## src/rtl/udp_ip_pkg.sv

```systemverilog
// Shared types and helpers for the udp_ip read path.
// Holds the reader FSM state type and the ones-complement adder used by
// the optional checksum accumulator (DISTRIB_READER_CSUM_EN).
package udp_ip_pkg;

  typedef enum logic {
    IDLE   = 1'b0,
    STREAM = 1'b1
  } rd_state_t;

  // 16-bit ones-complement add with end-around carry. After folding the
  // carry back in, the result cannot overflow again: a carry out implies
  // the low 16 bits are at most 0xFFFE.
  function automatic logic [15:0] csum16_add(input logic [15:0] a, input logic [15:0] b);
    logic [16:0] s;
    s = {1'b0, a} + {1'b0, b};
    return s[15:0] + {15'd0, s[16]};
  endfunction

endpackage

```

## src/rtl/distrib_reader_csum16_acc.sv

```systemverilog
// csum16_acc: pairs a byte stream big-endian into 16-bit words and keeps a
// ones-complement running sum. clear_i restarts the sum. final_i latches
// the inverted sum, including a zero-padded odd trailing byte, onto csum_o.
// csum_o holds its value until the next final_i.
module csum16_acc (
  input  logic        clk,
  input  logic        rst_n,
  input  logic        clear_i,
  input  logic        load_i,
  input  logic [7:0]  byte_i,
  input  logic        final_i,
  output logic [15:0] csum_o
);
  import udp_ip_pkg::*;

  logic [15:0] sum_q, sum_d;
  logic [7:0]  hi_q, hi_d;
  logic        odd_q, odd_d;
  logic [15:0] csum_q, csum_d;
  logic [15:0] fin_s;

  // Next-state for the pairing register, the running sum and the finalized checksum.
  always_comb begin
    sum_d  = sum_q;
    hi_d   = hi_q;
    odd_d  = odd_q;
    csum_d = csum_q;
    fin_s  = odd_q ? csum16_add(sum_q, {hi_q, 8'h00}) : sum_q;
    if (clear_i) begin
      sum_d = 16'h0000;
      hi_d  = 8'h00;
      odd_d = 1'b0;
    end else if (load_i) begin
      if (odd_q) begin
        sum_d = csum16_add(sum_q, {hi_q, byte_i});
        odd_d = 1'b0;
      end else begin
        hi_d  = byte_i;
        odd_d = 1'b1;
      end
    end else begin
      sum_d = sum_q;
    end
    // An empty frame clears and finishes on the same edge; its sum is zero.
    if (final_i) begin
      csum_d = clear_i ? 16'hFFFF : ~fin_s;
    end else begin
      csum_d = csum_q;
    end
  end

  // Accumulator and checksum registers.
  always_ff @(posedge clk or negedge rst_n) begin
    if (!rst_n) begin
      sum_q  <= 16'h0000;
      hi_q   <= 8'h00;
      odd_q  <= 1'b0;
      csum_q <= 16'h0000;
    end else begin
      sum_q  <= sum_d;
      hi_q   <= hi_d;
      odd_q  <= odd_d;
      csum_q <= csum_d;
    end
  end

  assign csum_o = csum_q;

endmodule

```

## src/rtl/distrib_reader.sv

```systemverilog
// distrib_reader: read engine for the distributed-RAM frame buffer.
// Takes a (start address, length) descriptor and streams that many words out
// of the ring one word per cycle on a valid/ready port. m_last marks the final
// word, and done pulses once for each accepted descriptor.
// Optional feature macro: DISTRIB_READER_CSUM_EN adds the csum output, an
// IP-style ones-complement checksum of the frame bytes. It requires WIDTH == 8.
module distrib_reader #(
  parameter int ORDER = 5,
  parameter int WIDTH = 8
) (
  input  logic             clk,
  input  logic             rst_n,
  input  logic             req_valid,
  output logic             req_ready,
  input  logic [ORDER-1:0] req_addr,
  input  logic [ORDER:0]   req_len,
  output logic [ORDER-1:0] rd_addr,
  input  logic [WIDTH-1:0] rd_data,
  output logic [WIDTH-1:0] m_data,
  output logic             m_valid,
  output logic             m_last,
  input  logic             m_ready,
  output logic             done
`ifdef DISTRIB_READER_CSUM_EN
  ,
  output logic [15:0]      csum
`endif
);
  import udp_ip_pkg::*;

  rd_state_t        state_q, state_d;
  logic [ORDER-1:0] ptr_q, ptr_d;
  logic [ORDER:0]   cnt_q, cnt_d;
  logic [WIDTH-1:0] m_data_q, m_data_d;
  logic             m_valid_q, m_valid_d;
  logic             m_last_q, m_last_d;
  logic             done_q, done_d;

  // Descriptor intake, word loading and frame completion.
  always_comb begin
    state_d   = state_q;
    ptr_d     = ptr_q;
    cnt_d     = cnt_q;
    m_data_d  = m_data_q;
    m_valid_d = m_valid_q;
    m_last_d  = m_last_q;
    done_d    = 1'b0;
    case (state_q)
      IDLE: begin
        if (req_valid) begin
          ptr_d = req_addr;
          cnt_d = req_len;
          if (req_len != {(ORDER+1){1'b0}}) begin
            state_d = STREAM;
          end else begin
            // An empty frame completes without producing any beat.
            done_d  = 1'b1;
            state_d = IDLE;
          end
        end else begin
          state_d = IDLE;
        end
      end
      STREAM: begin
        if ((!m_valid_q || m_ready) && (cnt_q != {(ORDER+1){1'b0}})) begin
          m_data_d  = rd_data;
          m_valid_d = 1'b1;
          m_last_d  = (cnt_q == (ORDER+1)'(1));
          ptr_d     = ptr_q + ORDER'(1);  // wraps around the ring
          cnt_d     = cnt_q - (ORDER+1)'(1);
        end else if ((cnt_q == {(ORDER+1){1'b0}}) && m_valid_q && m_ready && m_last_q) begin
          m_valid_d = 1'b0;
          m_last_d  = 1'b0;
          done_d    = 1'b1;
          state_d   = IDLE;
        end else begin
          state_d = STREAM;
        end
      end
      default: begin
        state_d = IDLE;
      end
    endcase
  end

  // State, pointer/count and registered stream outputs.
  always_ff @(posedge clk or negedge rst_n) begin
    if (!rst_n) begin
      state_q   <= IDLE;
      ptr_q     <= {ORDER{1'b0}};
      cnt_q     <= {(ORDER+1){1'b0}};
      m_data_q  <= {WIDTH{1'b0}};
      m_valid_q <= 1'b0;
      m_last_q  <= 1'b0;
      done_q    <= 1'b0;
    end else begin
      state_q   <= state_d;
      ptr_q     <= ptr_d;
      cnt_q     <= cnt_d;
      m_data_q  <= m_data_d;
      m_valid_q <= m_valid_d;
      m_last_q  <= m_last_d;
      done_q    <= done_d;
    end
  end

  assign req_ready = (state_q == IDLE);
  assign rd_addr   = ptr_q;
  assign m_data    = m_data_q;
  assign m_valid   = m_valid_q;
  assign m_last    = m_last_q;
  assign done      = done_q;

`ifdef DISTRIB_READER_CSUM_EN
  logic accept_s;
  logic load_s;

  assign accept_s = req_valid & req_ready;
  assign load_s   = (state_q == STREAM) & (!m_valid_q | m_ready) & (cnt_q != {(ORDER+1){1'b0}});

  csum16_acc u_csum (
    .clk     (clk),
    .rst_n   (rst_n),
    .clear_i (accept_s),
    .load_i  (load_s),
    .byte_i  (rd_data[7:0]),
    .final_i (done_d),
    .csum_o  (csum)
  );
`endif

endmodule
```

## config.mk

```make
export PLATFORM = sky130hd
export DESIGN_NAME = distrib_reader
export DESIGN_NICKNAME = d
export VERILOG_FILES = /design/src/rtl/udp_ip_pkg.sv /design/src/rtl/distrib_reader_csum16_acc.sv /design/src/rtl/distrib_reader.sv
export SDC_FILE = /design/constraint.sdc
export NUM_CORES = 1
export LEC_CHECK = 0
export ABC_AREA = 1
export BUFFER_PORTS_ARGS = -buffer_cell sky130_fd_sc_hd__buf_2
export CORE_UTILIZATION = 35
export CTS_BUF_LIST = sky130_fd_sc_hd__clkbuf_8
export DETAILED_ROUTE_END_ITERATION = 10
export GPL_ROUTABILITY_DRIVEN = 1
export SYNTH_ARGS = -nofsm -noshare
export SYNTH_HDL_FRONTEND = slang
export SYNTH_HIERARCHICAL = 1
export SYNTH_SLANG_ARGS = --single-unit
export TNS_END_PERCENT = 20
```

## constraint.sdc

```tcl
create_clock -name clk -period 1.8 [get_ports clk]
set_input_delay 0.18 -clock clk [delete_from_list [all_inputs] [get_ports clk]]
set_output_delay 0.18 -clock clk [all_outputs]
set_load 0.05 [all_outputs]
```

==> results of run 1 <==
==> power breakdown <==
| group | leakage [nW] | total, W | internal, W | switching (W) |
|---|---|---|---|---|
| registers | 0.279 | 0.000951 | 0.000744 | 0.000207 |
| logic | 0.594 | 0.00174 | 0.000494 | 0.00125 |
| clock network | 0.0269 | 0.000317 | 0.000152 | 0.000165 |
| total | 0.900 | 0.00301 | 0.00139 | 0.00162 |
==> logic make-up (layout without fill, tap and decap cells) <==
logic type | after synthesis | count (layout) | synth area share (%)
and+or+nand+nor | 113 | 113 | 41.0
DFF | 23 | 23 | 43.4
buffers and inverters | 18 | 59 | 5.94
AOI/OAI and AO/OA | 13 | 13 | 5.85
adders and majority gates | 4 | 4 | 3.77
==> what timing repair did <==
item | 4_1_cts | 5_1_grt
hold endpoints to repair | 23 | 0
resized for setup | 0 | 0
hold buffers | 1 | 0
==> placed cells by master, fill, tap and decap left out <==
master / instances
sky130_fd_sc_hd__a21oi_1: 1
sky130_fd_sc_hd__a21oi_2: 1
sky130_fd_sc_hd__buf_2: 39
sky130_fd_sc_hd__buf_4: 1
sky130_fd_sc_hd__clkbuf_8: 3
sky130_fd_sc_hd__dfrtp_1: 23
sky130_fd_sc_hd__dlygate4sd3_1: 1
sky130_fd_sc_hd__ha_1: 4
sky130_fd_sc_hd__inv_1: 14
sky130_fd_sc_hd__inv_2: 1
sky130_fd_sc_hd__nand2_1: 64
sky130_fd_sc_hd__nand2_2: 1
sky130_fd_sc_hd__nand2_4: 1
sky130_fd_sc_hd__nand2_8: 1
sky130_fd_sc_hd__nand3_1: 21
sky130_fd_sc_hd__nand3_2: 1
sky130_fd_sc_hd__nand3_4: 1
sky130_fd_sc_hd__nand3b_1: 1
sky130_fd_sc_hd__nand4_1: 5
sky130_fd_sc_hd__nor2_1: 12
sky130_fd_sc_hd__nor2_2: 1
sky130_fd_sc_hd__nor2_4: 1
sky130_fd_sc_hd__nor2_8: 1
sky130_fd_sc_hd__o21ai_0: 8
sky130_fd_sc_hd__o21ai_2: 1
sky130_fd_sc_hd__o21bai_1: 2
sky130_fd_sc_hd__or2_2: 2
==> metrics by stage <==
step	utilization (%)	hold WS (ns)	instances	total power, W	worst slack [ns]
3_3_place_gp	45.0	0.190	253	0.00271	0.284
5_1_grt	46.6	0.142	258	0.00325	0.101
3_5_place_dp	45.0	0.192	253	0.00271	0.232
2_1_floorplan	-	-0.116	171	0.00233	0.169
4_1_cts	46.6	0.133	258	0.00305	0.220
6_report	46.6	0.140	258	0.00301	0.230
==> state kept, by name (all words and copies together), names as in the netlist <==
| register | flops |
|---|---|
| m_last | 1 |
| done | 1 |
| m_data | 8 |
| m_valid | 1 |
| state_q | 1 |
| rd_addr | 5 |
| cnt_q | 6 |
==> final cells by class <==
| cell class | count | area share [%] |
|---|---|---|
| Clock buffer | 3 | 2.56 |
| Clock inverter | 1 | 0.232 |
| Inverter | 14 | 3.25 |
| Multi-Input combinational cell | 130 | 41.6 |
| Sequential cell | 23 | 35.6 |
| Tap cell | 46 | 3.56 |
| Timing Repair Buffer | 41 | 13.2 |
==> critical path, cell delays in order (launching register included) <==
cell and delay [ns]:
sky130_fd_sc_hd__dfrtp_1 0.40, sky130_fd_sc_hd__inv_1 0.15, sky130_fd_sc_hd__ha_1 0.24, sky130_fd_sc_hd__nand3_4 0.17
sky130_fd_sc_hd__nand2_8 0.19, sky130_fd_sc_hd__nand2_4 0.14, sky130_fd_sc_hd__nand2_1 0.08, sky130_fd_sc_hd__o21ai_0 0.08
==> routing by layer <==
layer  vias up  routed length, µm  GRT usage, %
met5         -                  0             0
met4         0                 34          5.97
met3         2                107          3.80
met2        23               1450          25.9
met1       540               1370          20.0
li1        633                  -             -
==> worst paths after layout <==
check	from	cells past startpoint	slack (ns)	endpoint
setup / recovery	cnt_q[0]	7	0.23	cnt_q[0]
hold / removal	rd_data[0]	3	0.14	m_data[0]
setup reg to reg	cnt_q[0]	7	0.23	cnt_q[0]
hold reg to reg	m_data[6]	2	0.48	m_data[6]
max in group asynchronous	rst_n	2	1.03	m_data[4]
min in group asynchronous	rst_n	2	0.41	cnt_q[3]
==> out/results.md, run 1 <==
| Parameter | Value |
| --- | --- |
| Status | finished clean |
| Final total negative setup slack | 0 ns |
| Reg area | 576 µm² |
| Fraction of synthesized cell area taken by the top area cell type | 43.4% |
| Antenna diodes | 0 |
| Top-count cell post-synth | sky130_fd_sc_hd__nand2_1 |
| Launching element type of the critical path | flop |
| Crit path kind | flop to flop |
| Last weighted congestion value of the routability-driven placer | 0.798 |
| Drc violations | 0 |
| Worst-path maximum fanout | 19 |
| Most area-hungry cell type in the Yosys netlist | sky130_fd_sc_hd__dfrtp_1 |
| Number of library cell types mapped by synthesis | 27 |
| Class of the tightest hold or removal check | input port to flop |
| Fin area | 1620 µm² |
| Highest clock frequency the design can meet | 637 MHz |
| Register clock-pin slew on the reported worst setup and hold paths | 0.08 ns |
| Total number of vias | 1198 |
| Number of antenna violations at the first check in global routing | 0 |
| Mean routed wirelength per cell | 11.5 µm |
| Number of nets in the layout | 240 |
| Placed standard-cell area | 1560 µm² |
| CTS tree | built |
| Wire length after detailed routing | 2.97 mm |
| Fill cells | 380 |
| GRT Util Overall | 15.9% |
| P per Cell Area | 1860 nW/µm² |
| Top_reg_cell synth | sky130_fd_sc_hd__dfrtp_1 |
| Global-route wire length before repair | 4.93 mm |
| Avg Cell Area, Syn | 7.76 µm² |
| Setup repair after global routing missed its margin | no |
| Proportion of synthesized chip area in sequential cells | 43.4% |
| Final period demand of the worst path | 1.57 ns |
| HPWL reported at the end of detailed placement | 2.20 mm |
| Syn Nets | 198 |
| Post-Syn Area | 1330 µm² |
| Layout cell share with drive strength beyond 1 | 26.4% |
| Async set or reset register ratio after synthesis | 100% |
| Vias per cell | 4.64 |
| Post-route ant nets | 0 |
| Number of synthesized flops with an enable pin | 0 |
| Number of standard cells after synthesis | 171 |
| Via count of the first global-routing pass | 1064 |
| Maximum number of pins on one net before global-route repair | 24 |
| Hold violation count in the final report | 0 |
| Yosys warning total | 6 |
| Setup Skew | 0.00818 ns |
| Width of the chip | 63.6 µm |
| Final setup vio count | 0 |
| Post-CTS repair timing setup buffer count | 0 |
| Most frequent cells after synthesis | 64 x sky130_fd_sc_hd__nand2_1, 23 x sky130_fd_sc_hd__dfrtp_1, 21 x sky130_fd_sc_hd__nand3_1 |
| Crit share post-route | 87.2% |
| Total number of H-tree levels | 1 |
| Number of synthesized register bits | 23 |
| Longest Clk Path Bufs | 2 |
| Data arrival time of the critical path | 1.71 ns |
| Worst Tran Pin Value | 0.521 ns |
| Boundary pin count | 40 |
| Initial cell density of the core | 38.2% |
| Cell row count | 21 |
| First drt pass iteration count | 4 |
| Count of input and output buffers | 39 |
| Static Leak | 0.900 nW |
| Iteration-0 DRC Markers | 59 |
| Total area of multi-input combinational cells | 672 µm² |
| Most area-consuming cells after synthesis | sky130_fd_sc_hd__dfrtp_1 43%, sky130_fd_sc_hd__nand2_1 18%, sky130_fd_sc_hd__nand3_1 7.9% |
| Number of sinks driven by the clock tree | 23 |
| Die span in y | 63.6 µm |
| Core Box Area | 3470 µm² |
| Area overhead of the layout relative to synthesis | 21.8% |
| Remaining max-slew budget at the tightest pin | 65.2% |
| TritonCTS Buffers | 3 |
| Skew-Pair Late Insertion Delay | 0.27 ns |
| Maximum VDD drop | 0.912 mV |
| CP Capture Type | flop |
| Worst EP required | 1.94 ns |
| Sum of overflow across all layers after global routing | 0 |
| Die Footprint | 4040 µm² |
| Number of max-slew violations in the final report | 0 |
| Root buffer cell | sky130_fd_sc_hd__clkbuf_8 |
| Max-capacitance violation count | 0 |
(Power assumes the default switching activity.)
==> inputs of run 2 (changes only) <==
- CTS_CLUSTER_SIZE: unset -> 24
- clock period: 1.8 -> 2.02 ns (I/O delays scaled with it)
==> out/results.md, run 2 (same netlist as run 1, synthesis figures left out) <==
| Parameter | Value | Change |
| --- | --- | --- |
| Status | finished clean |  |
| Area overhead of the layout relative to synthesis | 21.9% | about the same |
| P per Cell Area | 1650 nW/µm² | -11% |
| Global-route wire length before repair | 4.97 mm | +0.85% |
| Skew-Pair Late Insertion Delay | 0.26 ns | about the same |
| Root buffer cell | sky130_fd_sc_hd__clkbuf_8 |  |
| Wire length after detailed routing | 2.93 mm | -1.4% |
| Hold violation count in the final report | 0 | unchanged |
| Static Leak | 0.898 nW | -0.16% |
| Boundary pin count | 40 | unchanged |
| Critical-path cell list | inv_1, ha_1, nand3_4, nand2_8, nand2_4, nand2_1, o21ai_0 |  |
| Worst-path maximum fanout | 19 | unchanged |
| Highest cell delay on the worst timing path | 0.40 ns | about the same |
| Setup Skew | 0.00708 ns | -0.00111 ns |
| Cell at the slowest stage of the critical path | sky130_fd_sc_hd__dfrtp_1 |  |
| Reg area | 576 µm² | unchanged |
| Width of the chip | 63.6 µm | unchanged |
| Remaining max-slew budget at the tightest pin | 65.2% | -0.083 points |
| Total number of vias | 1190 | -0.67% |
| Antenna diodes | 0 | unchanged |
| Class of the tightest hold or removal check | input port to flop |  |
| Number of max-slew violations in the final report | 0 | unchanged |
| Worst hold slack after final layout | 0.175 ns | +0.0353 ns |
| Drc violations | 0 | unchanged |
| Register clock-pin slew on the reported worst setup and hold paths | 0.09 ns | about the same |
| Crit path kind | flop to flop |  |
| Mean routed wirelength per cell | 11.3 µm | -1.4% |
| Number of antenna violations at the first check in global routing | 0 | unchanged |
| Crit share post-route | 77.7% | -9.5 points |
| Number of nets in the layout | 240 | unchanged |
| Sum of overflow across all layers after global routing | 0 | unchanged |
| Initial cell density of the core | 38.2% | unchanged |
| Number of sinks driven by the clock tree | 23 | unchanged |
| Total area of multi-input combinational cells | 672 µm² | unchanged |
| Final setup vio count | 0 | unchanged |
| Launching element type of the critical path | flop |  |
| Total number of H-tree levels | 1 | unchanged |
| Core Box Area | 3470 µm² | unchanged |
| Vias per cell | 4.61 | -0.67% |
| Maximum number of pins on one net before global-route repair | 24 | unchanged |
| Max FFs per register | 8 | unchanged |
| Utilization after layout | 46.6% | about the same |
| Last weighted congestion value of the routability-driven placer | 0.779 | -2.5% |
| Post-CTS repair timing setup buffer count | 0 | unchanged |
| First drt pass iteration count | 4 | unchanged |
| Die Footprint | 4040 µm² | unchanged |
| Data arrival time of the critical path | 1.71 ns | about the same |
| Fill cells | 365 | -3.9% |
| Final period demand of the worst path | 1.57 ns | -0.000517 ns |
| CTS tree | built |  |
| Count of input and output buffers | 39 | unchanged |
| Longest Clk Path Bufs | 2 | unchanged |
| Via count of the first global-routing pass | 1118 | +5.1% |
| Highest clock frequency the design can meet | 637 MHz | about the same |
| HPWL reported at the end of detailed placement | 2.19 mm | -0.45% |
| Max-capacitance violation count | 0 | unchanged |
| Final total negative setup slack | 0 ns | unchanged |
| GRT Util Overall | 15.8% | -0.032 points |
| Setup repair after global routing missed its margin | no |  |
| Worst EP required | 2.17 ns | +0.23 ns |
| Die span in y | 63.6 µm | unchanged |
| Post-route ant nets | 0 | unchanged |
| Most frequent standard cell in the layout excluding fill and tap cells | sky130_fd_sc_hd__nand2_1 |  |
| Maximum VDD drop | 0.548 mV | -40% |
| Most frequent cells in the layout | 64 x sky130_fd_sc_hd__nand2_1, 39 x sky130_fd_sc_hd__buf_2, 23 x sky130_fd_sc_hd__dfrtp_1 |  |
| Iteration-0 DRC Markers | 55 | -6.8% |
| Layout cell share with drive strength beyond 1 | 26.9% | +0.47 points |
| TritonCTS Buffers | 3 | unchanged |
| CP Capture Type | flop |  |
| Worst Tran Pin Value | 0.523 ns | +0.00125 ns |
| Cell row count | 21 | unchanged |
-- run 2: cell types whose count changed in the layout (fill, tap and decap cells not counted), sizes merged --
| cell | change |
|---|---|
| inv | -1 |
| clkinv | +1 |
-- run 2: where the power goes --
part | total (W) | switching, W | internal [W] | leakage (nW)
Combinational | 0.00155 | 0.00111 | 0.000441 | 0.594
Sequential | 0.000840 | 0.000177 | 0.000663 | 0.279
Clock | 0.000285 | 0.000147 | 0.000138 | 0.0255
Total | 0.00267 | 0.00143 | 0.00124 | 0.898
-- run 2: worst paths after layout --
| kind | from | to | slack, ns | cells past startpoint |
|---|---|---|---|---|
| setup / recovery | cnt_q[0] | cnt_q[0] | 0.45 | 7 |
| max in group asynchronous | rst_n | m_data[0] | 1.22 | 2 |
| setup reg to reg | cnt_q[0] | cnt_q[0] | 0.45 | 7 |
| hold reg to reg | m_data[6] | m_data[6] | 0.47 | 2 |
| hold / removal | rd_data[2] | m_data[2] | 0.17 | 3 |
| min in group asynchronous | rst_n | cnt_q[2] | 0.44 | 2 |
-- run 2: layout make-up --
type                       instances  share of cell area [%]
multi-input combinational        130                    41.6
sequential                        23                    35.6
timing repair buffer              41                    13.2
tap                               46                    3.56
inverter                          14                    3.25
clock buffer                       3                    2.55
clock inverter                     1                   0.310
-- run 2: layer usage --
metal	track usage [%]	share of wire [%]	up-vias
met2	23.8	47	23
li1	-	-	632
met1	21.9	48	531
met4	8.52	1.7	0
met3	1.99	3.2	4
met5	0	0	-
-- run 2: timing repair --
action | 4_1_cts | 5_1_grt
endpoints found under the hold margin | 23 | 0
resized for setup | 0 | 0
hold buffers | 1 | 0
-- run 2: stage by stage --
| stage | area, µm² | cells | setup WS (ns) | power (W) |
|---|---|---|---|---|
| detailed placement | 1560 | 253 | 0.442 | 0.00241 |
| finish | 1620 | 258 | 0.451 | 0.00267 |
| global route | 1620 | 258 | 0.298 | 0.00290 |
| global placement | 1560 | 253 | 0.507 | 0.00241 |
| CTS | 1620 | 258 | 0.432 | 0.00271 |
| floorplan | 1330 | 171 | 0.389 | 0.00208 |
-- run 2: worst max-delay path: cells and delay by family (launching register included) --
family	cells	cell delay (ns)
simple gates	4	0.56
flops	1	0.40
fa+ha+maj	1	0.25
buf+inv	1	0.16
compound gates	1	0.08
==> inputs of run 3 (changes only) <==
- clock period: 2.02 -> 1.3 ns (I/O delays scaled with it)
==> out/results.md, run 3 (same netlist as run 1, synthesis figures left out) <==
| Parameter | Value | Change |
| --- | --- | --- |
| Status | finished clean |  |
| First drt pass iteration count | 4 | unchanged |
| Sequential group share of total power | 29.2% | -2.2 points |
| Static Leak | 0.957 nW | +6.5% |
| Most frequent standard cell in the layout excluding fill and tap cells | sky130_fd_sc_hd__nand2_1 |  |
| Last weighted congestion value of the routability-driven placer | 0.827 | +6.3% |
| Number of cells on the worst reg-to-reg path | 7 | unchanged |
| Die Footprint | 4040 µm² | unchanged |
| Boundary pin count | 40 | unchanged |
| Maximum VDD drop | 1.20 mV | +120% |
| Via count of the first global-routing pass | 1231 | +10% |
| Register clock-pin slew on the reported worst setup and hold paths | 0.09 ns | about the same |
| Width of the chip | 63.6 µm | unchanged |
| Root buffer cell | sky130_fd_sc_hd__clkbuf_8 |  |
| Placed standard-cell area | 1660 µm² | +6.7% |
| Longest Clk Path Bufs | 2 | unchanged |
| Total number of vias | 1279 | +7.5% |
| Final period demand of the worst path | 1.27 ns | -0.296 ns |
| Max-capacitance violation count | 0 | unchanged |
| Number of nets in the layout | 251 | +4.6% |
| CP Capture Type | flop |  |
| Power share of the combinational group | 61.3% | +3.3 points |
| Skew-Pair Late Insertion Delay | 0.26 ns | about the same |
| Placed Instances | 261 | +3.2% |
| Total area of multi-input combinational cells | 741 µm² | +10% |
| Cell internal pwr | 0.00221 W | +78% |
| Beginning of the critical path | cnt_q[0] |  |
| Remaining max-slew budget at the tightest pin | 65.6% | +0.43 points |
| Setup Skew | 0.00894 ns | +0.00186 ns |
| Worst-path maximum fanout | 8 | -11 |
| Setup slack of the most critical reg-to-reg path | 0.03 ns | -0.42 ns |
| Crit share post-route | 97.9% | +20 points |
| Layout cell share with drive strength beyond 1 | 36.3% | +9.4 points |
| Drc violations | 0 | unchanged |
| TritonCTS Buffers | 3 | unchanged |
| Class of the tightest hold or removal check | input port to flop |  |
| Initial cell density of the core | 38.2% | unchanged |
| Most frequent cells in the layout | 63 x sky130_fd_sc_hd__nand2_1, 38 x sky130_fd_sc_hd__buf_2, 20 x sky130_fd_sc_hd__dfrtp_1 |  |
| Crit path kind | flop to flop |  |
| Hold violation count in the final report | 0 | unchanged |
| Data arrival time of the critical path | 1.47 ns | -0.24 ns |
| End of the worst register-to-register path | m_data[6] |  |
| Fill cells | 357 | -2.2% |
| Count of input and output buffers | 39 | unchanged |
| Global-route wire length before repair | 5.60 mm | +13% |
| Number of antenna violations at the first check in global routing | 0 | unchanged |
| Number of sinks driven by the clock tree | 23 | unchanged |
| Core Box Area | 3470 µm² | unchanged |
| Antenna diodes | 0 | unchanged |
| Worst Tran Pin Value | 0.516 ns | -0.00644 ns |
| Sum of overflow across all layers after global routing | 0 | unchanged |
| Wire length after detailed routing | 3.21 mm | +9.7% |
| Max FFs per register | 8 | unchanged |
| Final setup vio count | 0 | unchanged |
| GRT Util Overall | 17.1% | +1.3 points |
| Reg area | 579 µm² | +0.65% |
| Die span in y | 63.6 µm | unchanged |
| Launching element type of the critical path | flop |  |
| Mean routed wirelength per cell | 11.9 µm | +5.3% |
| Worst Setup EP | m_data[6] |  |
| Maximum number of pins on one net before global-route repair | 24 | unchanged |
| Total number of H-tree levels | 1 | unchanged |
| Highest clock frequency the design can meet | 786 MHz | +23% |
| P per Cell Area | 2570 nW/µm² | +55% |
| Worst EP required | 1.50 ns | -0.67 ns |
| Final total negative setup slack | 0 ns | unchanged |
| Post-layout instance count excluding filler cells | 269 | +4.3% |
| Post-route ant nets | 0 | unchanged |
| Area overhead of the layout relative to synthesis | 35.1% |  |
| Setup repair after global routing missed its margin | yes |  |
| Switching share of power | 52.1% | -1.5 points |
| R2R Path Start | cnt_q[0] |  |
| Vias per cell | 4.75 | +3.1% |
| Cell row count | 21 | unchanged |
| Psw | 0.00240 W | +67% |
| Fin area | 1790 µm² | +11% |
| Number of max-slew violations in the final report | 0 | unchanged |
| CTS tree | built |  |
| Iteration-0 DRC Markers | 61 | +11% |
| HPWL reported at the end of detailed placement | 2.37 mm | +8.5% |
| Clock group share of total power | 9.6% | -1.0 points |
run 3: timing repair:
item	CTS	global route
endpoints found under the setup margin	2	20
pin swaps	0	2
hold buffers	1	0
buffers inserted	0	3
gates resized for setup	3	10
hold endpoints to repair	23	0
run 3: per-layer routing:
metal | vias up | GRT usage [%] | wire length [µm]
li1 | 649 | - | -
met1 | 593 | 24.1 | 1480
met2 | 37 | 28.2 | 1600
met3 | 0 | 1.81 | 129
met4 | 0 | 3.69 | 0
met5 | - | 0 | 0
run 3: final cells by class:
cell class / count / share of cell area [%]
clock inverters: 1 / 0.279
flip-flops and latches: 23 / 32.3
clock buffers: 3 / 2.30
repair buffers: 52 / 17.5
inverters: 14 / 3.07
multi-input cells: 130 / 41.3
well taps: 46 / 3.21
run 3: worst min-delay path by stage:
stage	startpoint	end	slack, ns	depth (start not counted)
2_1_floorplan	rst_n	cnt_q[0]	-0.17	0
3_3_place_gp	rst_n	cnt_q[3]	0.13	1
3_5_place_dp	rst_n	cnt_q[2]	0.14	1
4_1_cts	rd_data[7]	m_data[7]	0.10	3
5_1_grt	rd_data[3]	m_data[3]	0.11	3
6_report	rd_data[7]	m_data[7]	0.11	3
run 3: power by group through the flow:
stage	combinational (W)	clock [W]	sequential, W
CTS	0.00267	0.000450	0.00133
finish	0.00282	0.000441	0.00134
detailed placement	0.00265	0	0.00134
global route	0.00312	0.000493	0.00140
global placement	0.00263	0	0.00132
floorplan	0.00127	0	0.00207
run 3: critical path, cell delays in order (launching register included):
cell	delay, ns
sky130_fd_sc_hd__dfrtp_1	0.43
sky130_fd_sc_hd__inv_4	0.12
sky130_fd_sc_hd__ha_4	0.16
sky130_fd_sc_hd__nand3_4	0.10
sky130_fd_sc_hd__nand2_8	0.11
sky130_fd_sc_hd__buf_4	0.16
sky130_fd_sc_hd__nand2_1	0.06
sky130_fd_sc_hd__nand2_1	0.06
run 3: per-stage QoR:
stage	setup WS, ns	hold slack, ns	util (%)	power [W]
floorplan	-0.00536	-0.166	-	0.00334
global route	-0.0627	0.110	51.7	0.00502
global placement	0.0562	0.133	48.0	0.00395
finish	0.0270	0.106	51.7	0.00460
detailed placement	0.0138	0.145	48.0	0.00399
CTS	-0.00213	0.104	49.9	0.00445
